<file path="config.mk">
export PLATFORM = sky130hd
export DESIGN_NAME = option23_loader
export DESIGN_NICKNAME = d
export VERILOG_FILES = /design/src/rtl/option23_pkg.sv /design/src/rtl/option23_slot_tracker.sv /design/src/rtl/option23_loader.sv
export SDC_FILE = /design/constraint.sdc
export NUM_CORES = 1
export LEC_CHECK = 0
export ABC_AREA = 0
export CAP_MARGIN = 40
export CORE_MARGIN = 2
export CORE_UTILIZATION = 25
export DETAILED_ROUTE_END_ITERATION = 8
export GPL_ROUTABILITY_DRIVEN = 0
export PLACE_DENSITY_LB_ADDON = 0.3
export SLEW_MARGIN = 30
export SYNTH_ARGS = -nofsm -noshare
export SYNTH_HDL_FRONTEND = slang
export SYNTH_SLANG_ARGS = --single-unit
</file>
<file path="constraint.sdc">
create_clock -name clk -period 4.35 [get_ports clk]
set_input_delay 0.87 -clock clk [delete_from_list [all_inputs] [get_ports clk]]
set_output_delay 0.87 -clock clk [all_outputs]
set_load 0.01 [all_outputs]
</file>
<file path="src/rtl/option23_pkg.sv">
// Shared constants, FSM encoding and window arithmetic for the option23 loader.
// Combinational helpers only; no latency or backpressure of its own.
package option23_pkg;

    localparam int WORD_COUNT = 22;
    localparam int ADDR_W     = 5;

    typedef enum logic [1:0] {IDLE, WAIT, XFER, RESP} state_t;

    typedef struct packed {
        logic              write;
        logic [ADDR_W-1:0] addr;
        logic [7:0]        data;
        logic              err;
    } req_t;

    function automatic logic [ADDR_W-1:0] next_win(input logic [ADDR_W-1:0] w);
        return (w == ADDR_W'(WORD_COUNT - 1)) ? '0 : w + 1'b1;
    endfunction

endpackage

</file>
<file path="src/rtl/option23_slot_tracker.sv">
// Mirrors the memory's 3-bit bit phase and its mod-WORD_COUNT word window.
// Free-running from reset; no backpressure.
module option23_slot_tracker
    import option23_pkg::*;
(
    input  logic              clk,
    input  logic              reset,
    output logic [2:0]        phase,
    output logic [ADDR_W-1:0] win,
    output logic              win_start
);

    logic [2:0]        phase_q, phase_d;
    logic [ADDR_W-1:0] win_q, win_d;

    always_comb begin
        phase_d = phase_q + 3'd1;
        win_d   = (phase_q == 3'd7) ? next_win(win_q) : win_q;
    end

    always_ff @(posedge clk) begin
        if (reset) begin
            phase_q <= '0;
            win_q   <= '0;
        end else begin
            phase_q <= phase_d;
            win_q   <= win_d;
        end
    end

    assign phase     = phase_q;
    assign win       = win_q;
    assign win_start = (phase_q == 3'd0);

endmodule

</file>
<file path="src/rtl/option23_loader.sv">
// Byte read/write front-end serialising requests into the option23 rotating memory.
// Latency up to 8*WORD_COUNT+9 cycles; one request in flight, req_ready low while busy.
module option23_loader
    import option23_pkg::*;
(
    input  logic              clk,
    input  logic              reset,
    input  logic              req_valid,
    output logic              req_ready,
    input  logic              req_write,
    input  logic [ADDR_W-1:0] req_addr,
    input  logic [7:0]        req_data,
    output logic              rsp_valid,
    output logic              rsp_err,
    output logic [7:0]        rsp_data,
    output logic              mem_write,
    output logic              mem_din,
    input  logic [7:0]        mem_dout
);

    logic [2:0]        phase;
    logic [ADDR_W-1:0] win;
    logic              win_start;

    option23_slot_tracker u_slot (
        .clk       (clk),
        .reset     (reset),
        .phase     (phase),
        .win       (win),
        .win_start (win_start)
    );

    state_t      state_q, state_d;
    req_t        req_q, req_d;
    logic        mem_write_q, mem_write_d;
    logic        mem_din_q, mem_din_d;
    logic        rsp_valid_q, rsp_valid_d;
    logic        rsp_err_q, rsp_err_d;
    logic [7:0]  rsp_data_q, rsp_data_d;

    logic              sel_write;
    logic [ADDR_W-1:0] sel_addr;
    logic [7:0]        sel_data;
    logic              hit;
    logic [2:0]        nxt_phase;

    // A hit is the last cycle before the target window boundary: window A for
    // writes (serial outputs are registered), window A+1 for reads (capture).
    always_comb begin
        sel_write = (state_q == IDLE) ? req_write : req_q.write;
        sel_addr  = (state_q == IDLE) ? req_addr  : req_q.addr;
        sel_data  = (state_q == IDLE) ? req_data  : req_q.data;
        nxt_phase = phase + 3'd1;
        hit       = (phase == 3'd7) &&
                    (sel_write ? (next_win(win) == sel_addr) : (win == sel_addr));
    end

    always_comb begin
        state_d     = state_q;
        req_d       = req_q;
        mem_write_d = 1'b0;
        mem_din_d   = 1'b0;
        rsp_valid_d = 1'b0;
        rsp_err_d   = 1'b0;
        rsp_data_d  = rsp_data_q;

        case (state_q)
            IDLE: begin
                if (req_valid) begin
                    req_d = '{write: req_write, addr: req_addr, data: req_data, err: 1'b0};
                    if (req_addr >= ADDR_W'(WORD_COUNT)) begin
                        req_d.err   = 1'b1;
                        rsp_valid_d = 1'b1;
                        rsp_err_d   = 1'b1;
                        state_d     = RESP;
                    end else if (hit) begin
                        state_d     = sel_write ? XFER : RESP;
                        mem_write_d = sel_write;
                        mem_din_d   = sel_write & sel_data[0];
                    end else begin
                        state_d = WAIT;
                    end
                end
            end
            WAIT: begin
                if (hit) begin
                    state_d     = sel_write ? XFER : RESP;
                    mem_write_d = sel_write;
                    mem_din_d   = sel_write & sel_data[0];
                end
            end
            XFER: begin
                if (phase != 3'd7) begin
                    mem_write_d = 1'b1;
                    mem_din_d   = req_q.data[nxt_phase];
                end else begin
                    state_d = RESP;
                end
            end
            RESP: begin
                if (req_q.err) begin
                    state_d = IDLE;
                end else if (win_start) begin
                    rsp_valid_d = 1'b1;
                    if (!req_q.write) begin
                        rsp_data_d = mem_dout;
                    end
                    state_d = IDLE;
                end
            end
            default: state_d = IDLE;
        endcase
    end

    always_ff @(posedge clk) begin
        if (reset) begin
            state_q     <= IDLE;
            req_q       <= '0;
            mem_write_q <= 1'b0;
            mem_din_q   <= 1'b0;
            rsp_valid_q <= 1'b0;
            rsp_err_q   <= 1'b0;
            rsp_data_q  <= '0;
        end else begin
            state_q     <= state_d;
            req_q       <= req_d;
            mem_write_q <= mem_write_d;
            mem_din_q   <= mem_din_d;
            rsp_valid_q <= rsp_valid_d;
            rsp_err_q   <= rsp_err_d;
            rsp_data_q  <= rsp_data_d;
        end
    end

    assign req_ready = (state_q == IDLE);
    assign rsp_valid = rsp_valid_q;
    assign rsp_err   = rsp_err_q;
    assign rsp_data  = rsp_data_q;
    assign mem_write = mem_write_q;
    assign mem_din   = mem_din_q;

endmodule

</file>
==> Word-level counts from Yosys, hierarchy flattened <==
Cells that the tools add are included.
{ "word_totals": {"word_cells": 70, "reg_bits": 37, "out_inout_bits": 13} }
{ "op_classes": {"n_eq_ne": 12, "mux": 31, "addsub": 2, "bitwise": 4, "order_cmp": 2, "reduce_logical": 7} }
{ "op_table": {"columns": ["operator", "n"], "rows": [
  ["1-bit 2-to-1 mux", 17],
  ["2-bit 2-to-1 mux", 7],
  ["5-bit == test", 2],
  ["5-bit 2-to-1 mux", 2],
  ["2-bit case mux with 4 select lines", 1],
  ["4-bit AND reduction", 2],
  ["2-bit != test (second input constant)", 3],
  ["1-bit case mux with 3 select lines", 2],
  ["5-bit by 1-bit adder with 5-bit output (second input constant)", 1],
  ["5-bit == test (second input constant)", 1],
  ["5-bit greater-or-equal comparator (second input constant)", 1],
  ["2-bit == test (second input constant)", 2],
  ["3-bit by 4-bit less-than comparator with 1-bit output (second input constant)", 1],
  ["3-bit by 1-bit adder with 3-bit output (second input constant)", 1],
  ["1-bit binary-select mux with 3-bit select", 1],
  ["3-bit == test (second input constant)", 1],
  ["3-bit logical NOT", 1],
  ["3-bit by 2-bit != test with 1-bit output (second input constant)", 1],
  ["3-bit != test (second input constant)", 1],
  ["1-bit inverter", 3],
  ["2-bit by 1-bit == test with 1-bit output (second input constant)", 1],
  ["2-bit logical NOT", 1],
  ["1-bit case mux with 2 select lines", 1],
  ["2-bit AND reduction", 1],
  ["other kinds (3)", 3]
]} }

==> Depth between registers and ports, before layout <==
{ "logic_depth": {"ltp_word": 9, "mapped_depth": 10, "ltp_nobuf": 8} }

==> By module <==
From an unflattened synthesis, not the netlist that was laid out.
{ "unflattened": {"hier_cells": 219, "area_unflattened_um2": 1954.4} }
{ "modules_own_cells": {"columns": ["module", "cells_per_inst", "n_inst", "area_each_um2"], "rows": [
  ["option23_loader", 183, 1, 1594.0],
  ["option23_slot_tracker", 36, 1, 360.3]
]} }

==> Least setup slack after synthesis <==
No wires, ideal clock.
{ "synth_timing": {"path_kind": "reg2reg", "start": "register state_q[0]", "end": "register state_q[0]", "n_path_buf": 1, "path_stages_with_launch": 10, "synth_period_minus_slack_ns": 2.726, "slack_ns": 1.624, "t_arrival_ns": 2.606, "cell_sequence": "dfxtp_1 -> inv_1 -> ha_1 -> buf_6 -> mux2i_2 -> or3_1 -> a2111o_1 -> nand4bb_4 -> or3_1 -> a211o_1"} }
{ "synth_via": {"elab_chain_len": 9} }
{ "synth_lines": {"columns": ["element", "line", "text"], "rows": [
  ["start: declaration", "option23_loader.sv:33", "state_t state_q, state_d;"],
  ["start signal: assignment", "option23_loader.sv:125", "state_q <= state_d;"],
  ["2-bit logical NOT (*)", null, null],
  ["named net req_ready", "option23_loader.sv:9", "output logic req_ready,"],
  ["5-bit 2-to-1 mux", "option23_loader.sv:51", "sel_addr = (state_q == IDLE) ? req_addr : req_q.addr;"],
  ["5-bit == test", "option23_loader.sv:55", "(sel_write ? (next_win(win) == sel_addr) : (win == sel_addr));"],
  ["1-bit 2-to-1 mux", "option23_loader.sv:55", null],
  ["1-bit logical AND", "option23_loader.sv:54", "hit = (phase == 3'd7) &&"],
  ["2-bit 2-to-1 mux", "option23_loader.sv:76", "end else if (hit) begin"],
  ["2-bit 2-to-1 mux", "option23_loader.sv:71", "if (req_addr >= ADDR_W'(WORD_COUNT)) begin"],
  ["2-bit 2-to-1 mux", "option23_loader.sv:69", "if (req_valid) begin"],
  ["2-bit case mux with 4 select lines", "option23_loader.sv:67", "case (state_q)"]
]} }
Mark *: on every way through the listed nets, which the timed path passes. The rest lies on a longest branch. The select of a mux whose other input is x is not followed.
A chain may end at the register's enable or synchronous reset.

==> Final worst setup path <==
{ "layout_timing": {"start": "register state_q[1]", "end": "register state_q[0]"} }
{ "layout_via": {"elab_chain_len": 9} }
{ "layout_lines": {"columns": ["element", "line"], "rows": [
  ["2-bit logical NOT", "option23_loader.sv:50, option23_loader.sv:51, option23_loader.sv:67"],
  ["5-bit 2-to-1 mux", "option23_loader.sv:51"],
  ["5-bit == test", "option23_loader.sv:55"],
  ["1-bit 2-to-1 mux", "option23_loader.sv:55"],
  ["1-bit logical AND", "option23_loader.sv:54"],
  ["2-bit 2-to-1 mux", "option23_loader.sv:76"],
  ["2-bit 2-to-1 mux", "option23_loader.sv:71"],
  ["2-bit 2-to-1 mux", "option23_loader.sv:69"],
  ["2-bit case mux with 4 select lines", "option23_loader.sv:67"]
]} }
Several ways; a longest one is shown, not always the timed one. The select of a mux whose other input is x is not followed.

==> impl_results.md <==
* Status: completed
* Core area at 7647 sq um
* Slew margin rel. at 0.4885
* Main combinational cell family by area after synthesis: simple AND/OR/NAND/NOR gates
* Drt pass-1 iters at 4
* Vias per cell at 4.624
* IO Pins at 38
* Setup bufs post-CTS at 0
* Leakage at 0.9195 nW
* Max capacitance violation total at 0
* Root Buffer: clkbuf_8
* # clock sinks at 37
* Number of synthesized flops with an enable pin at 0
* H-tree depth at 2
* Clk buf depth at 2
* Post-synthesis sequential area ratio at 0.3792
* Setup crit start kind: register
* Max-slew violation count at 0
* Final setup viols at 0
* Worst-path clk slew at 80 ps
* Ys Warns at 0
* First-pass GRT wire length at 7431 um
* Post-Layout Cell Count at 372
* Placed Cells at 364
* Synth Area in Adders at 0.06406
* Avg WL per Cell at 12.24 um
* Initial DRC count at 121
* Die width at 92.39 um
* Worst VDD drop at 0.1111 mV
* Complex-gate fraction of the synthesized area at 0.1954
* Critical Path Sink Type: register
* WL final at 4553 um
* Max stage delay on crit path at 660 ps
* Largest net degree at the start of global routing at 39
* Cts-stage hold buffer count at 0
* Commonest non-fill, non-tap cell in the layout: nand2_1
* Rows at 32
* Remaining antenna violation count at 0
* Mean post-synth cell area at 8.241 sq um
* Vias at 1720
* Post-synthesis mux area share at 0.07367
* Critical path arrival at 3430 ps
* Die extent in y at 92.39 um
* Post_cts resized at 0
* Fillers at 812
* Layout cells sized above 1 at 0.07037
* Final Critical Period at 3255 ps
* Synth Flop Type: dfxtp_1
* Total grt overflow at 0
* Hold Crit Class: reg -> reg
* Die area at 8536 sq um
* Synth Area in XOR/XNOR at 0.008969
* Crit path max fanout at 16
* Fin Setup TNS at 0 ps
* Syn nets at 272
* Seq cells post-synth at 37
* Utilization after layout at 0.3264
* Yosys cell types at 45
* Pwr dens at 433.5 nW/um^2
* RSZ-0062 raised after global routing: false
* Simple logic cell fraction of the synthesized area at 0.2293
* Layout net count at 304
* Cell breakdown of the critical path: inv_1 > ha_1 > mux2i_2 > a21boi_0 > a2111o_1 > nand4bb_4 > or3_1 > a211o_1
* Crit Path Class: reg -> reg
* Fraction of registers with async set or reset after synthesis at 0
* Final Hold Vio Count at 0
* CTS tree: built
* Slew @ Worst Pin at 767.2 ps
* Crit share post-route at 0.7483
* Number of buffers added on ports at 37
* HPWL after DPL at 3268 um
* CP max stage cell: ha_1
* Worst-Skew Late Latency at 290 ps
* Initial core utilization at 0.2554
* Netlist Area Pre-Place at 1953 sq um
* Ant diodes at 0
* Total CTS buffers at 5
* Critical Path RT at 4530 ps
* Maximum clock frequency at 307.2 MHz
* GRT Resource Usage Total at 0.1096
* Most frequent cells in the layout: 39 x nand2_1, 37 x clkdlybuf4s50_1, 37 x dfxtp_1
* Clock skew at 4.795 ps
* Post-route DRC at 0
* Post-synthesis cell count at 237
* Initial antenna violation count at 0
* Vias in the first global route at 1523
* Area delta synth->final at 27.80%
path summary, 6_finish.rpt:
path	slack, ps	depth (start not counted)	start	end
setup / recovery	1090	8	state_q[1]	state_q[0]
hold / removal	460	2	req_q[12]	req_q[12]
setup reg to reg	1090	8	state_q[1]	state_q[0]
hold reg to reg	460	2	req_q[12]	req_q[12]
layer usage:
metal | part of all wire | GRT usage | vias up
li1 | - | - | 896
met1 | 0.51 | 0.1513 | 779
met3 | 0.052 | 0.02929 | 4
met2 | 0.43 | 0.1630 | 41
met5 | 0 | 0 | -
met4 | 0.014 | 0.04104 | 0
critical path: cells and delay by family (launching register included):
| kind | cells | cell delay [ps] |
|---|---|---|
| buffers and inverters | 1 | 110 |
| and+or+nand+nor | 2 | 650 |
| AOI/OAI and AO/OA | 3 | 860 |
| muxes | 1 | 500 |
| DFF | 1 | 360 |
| adders and majority gates | 1 | 660 |
synth_stat cells (2+ instances only):
cell type / instances / share of area
nand2_1: 39 / 0.075
dfxtp_1: 37 / 0.38
a21oi_1: 32 / 0.082
o21ai_0: 16 / 0.041
nor2_1: 13 / 0.025
ha_1: 10 / 0.064
inv_1: 10 / 0.019
clkbuf_1: 9 / 0.017
nor3_1: 7 / 0.018
nor2b_1: 5 / 0.016
mux2_2: 4 / 0.023
mux2i_1: 4 / 0.021
nand3_1: 4 / 0.010
or3_1: 4 / 0.013
nand2b_1: 3 / 0.0096
o211ai_1: 3 / 0.012
a211o_1: 2 / 0.0090
and3_1: 2 / 0.0064
and4b_1: 2 / 0.010
buf_2: 2 / 0.0051
mux4_2: 2 / 0.023
nand4_1: 2 / 0.0064
nor4_1: 2 / 0.0064
xnor2_1: 2 / 0.0090
stage by stage:
stage / hold WS (ps) / area, sq um / setup WS, ps / total power, W
final: 456.9 / 2496 / 1095 / 0.001082
after global placement: 442.8 / 2400 / 994.6 / 0.0008299
after detailed placement: 446.8 / 2400 / 971.0 / 0.0008348
after CTS: 458.2 / 2496 / 1111 / 0.001098
after global routing: 472.4 / 2496 / 855.9 / 0.001168
after floorplan: 433.1 / 1953 / 1624 / 0.0007300
state kept, by name (all words and copies together), names as in the netlist:
| register | cells |
|---|---|
| rsp_data | 8 |
| u_slot.phase | 3 |
| mem_din | 1 |
| rsp_err | 1 |
| mem_write | 1 |
| req_q | 15 |
| rsp_valid | 1 |
| u_slot.win | 5 |
| state_q | 2 |
cell type report:
type,instances,area [sq um],area share
flip-flops and latches,37,740.7,0.2967
clock inverters,2,13.76,0.005514
multi-input cells,177,1116,0.4471
clock buffers,6,82.58,0.03308
repair buffers,38,377.9,0.1514
well taps,102,127.6,0.05113
inverters,10,37.54,0.01504
power by group:
part | total, W | switching (W) | internal (W)
Clock | 0.000256 | 0.000128 | 0.000129
Sequential | 0.000409 | 0.0000313 | 0.000378
Combinational | 0.000417 | 0.000227 | 0.000190
kinds of logic (layout without fill, tap and decap cells):
logic type | count (synthesis) | after routing
AOI/OAI and AO/OA | 65 | 65
DFF | 37 | 37
muxes | 11 | 11
buffers and inverters | 23 | 56
adders and majority gates | 10 | 10
and+or+nand+nor | 89 | 89
xor gates and xnor gates | 2 | 2
(Power assumes the default switching activity.)
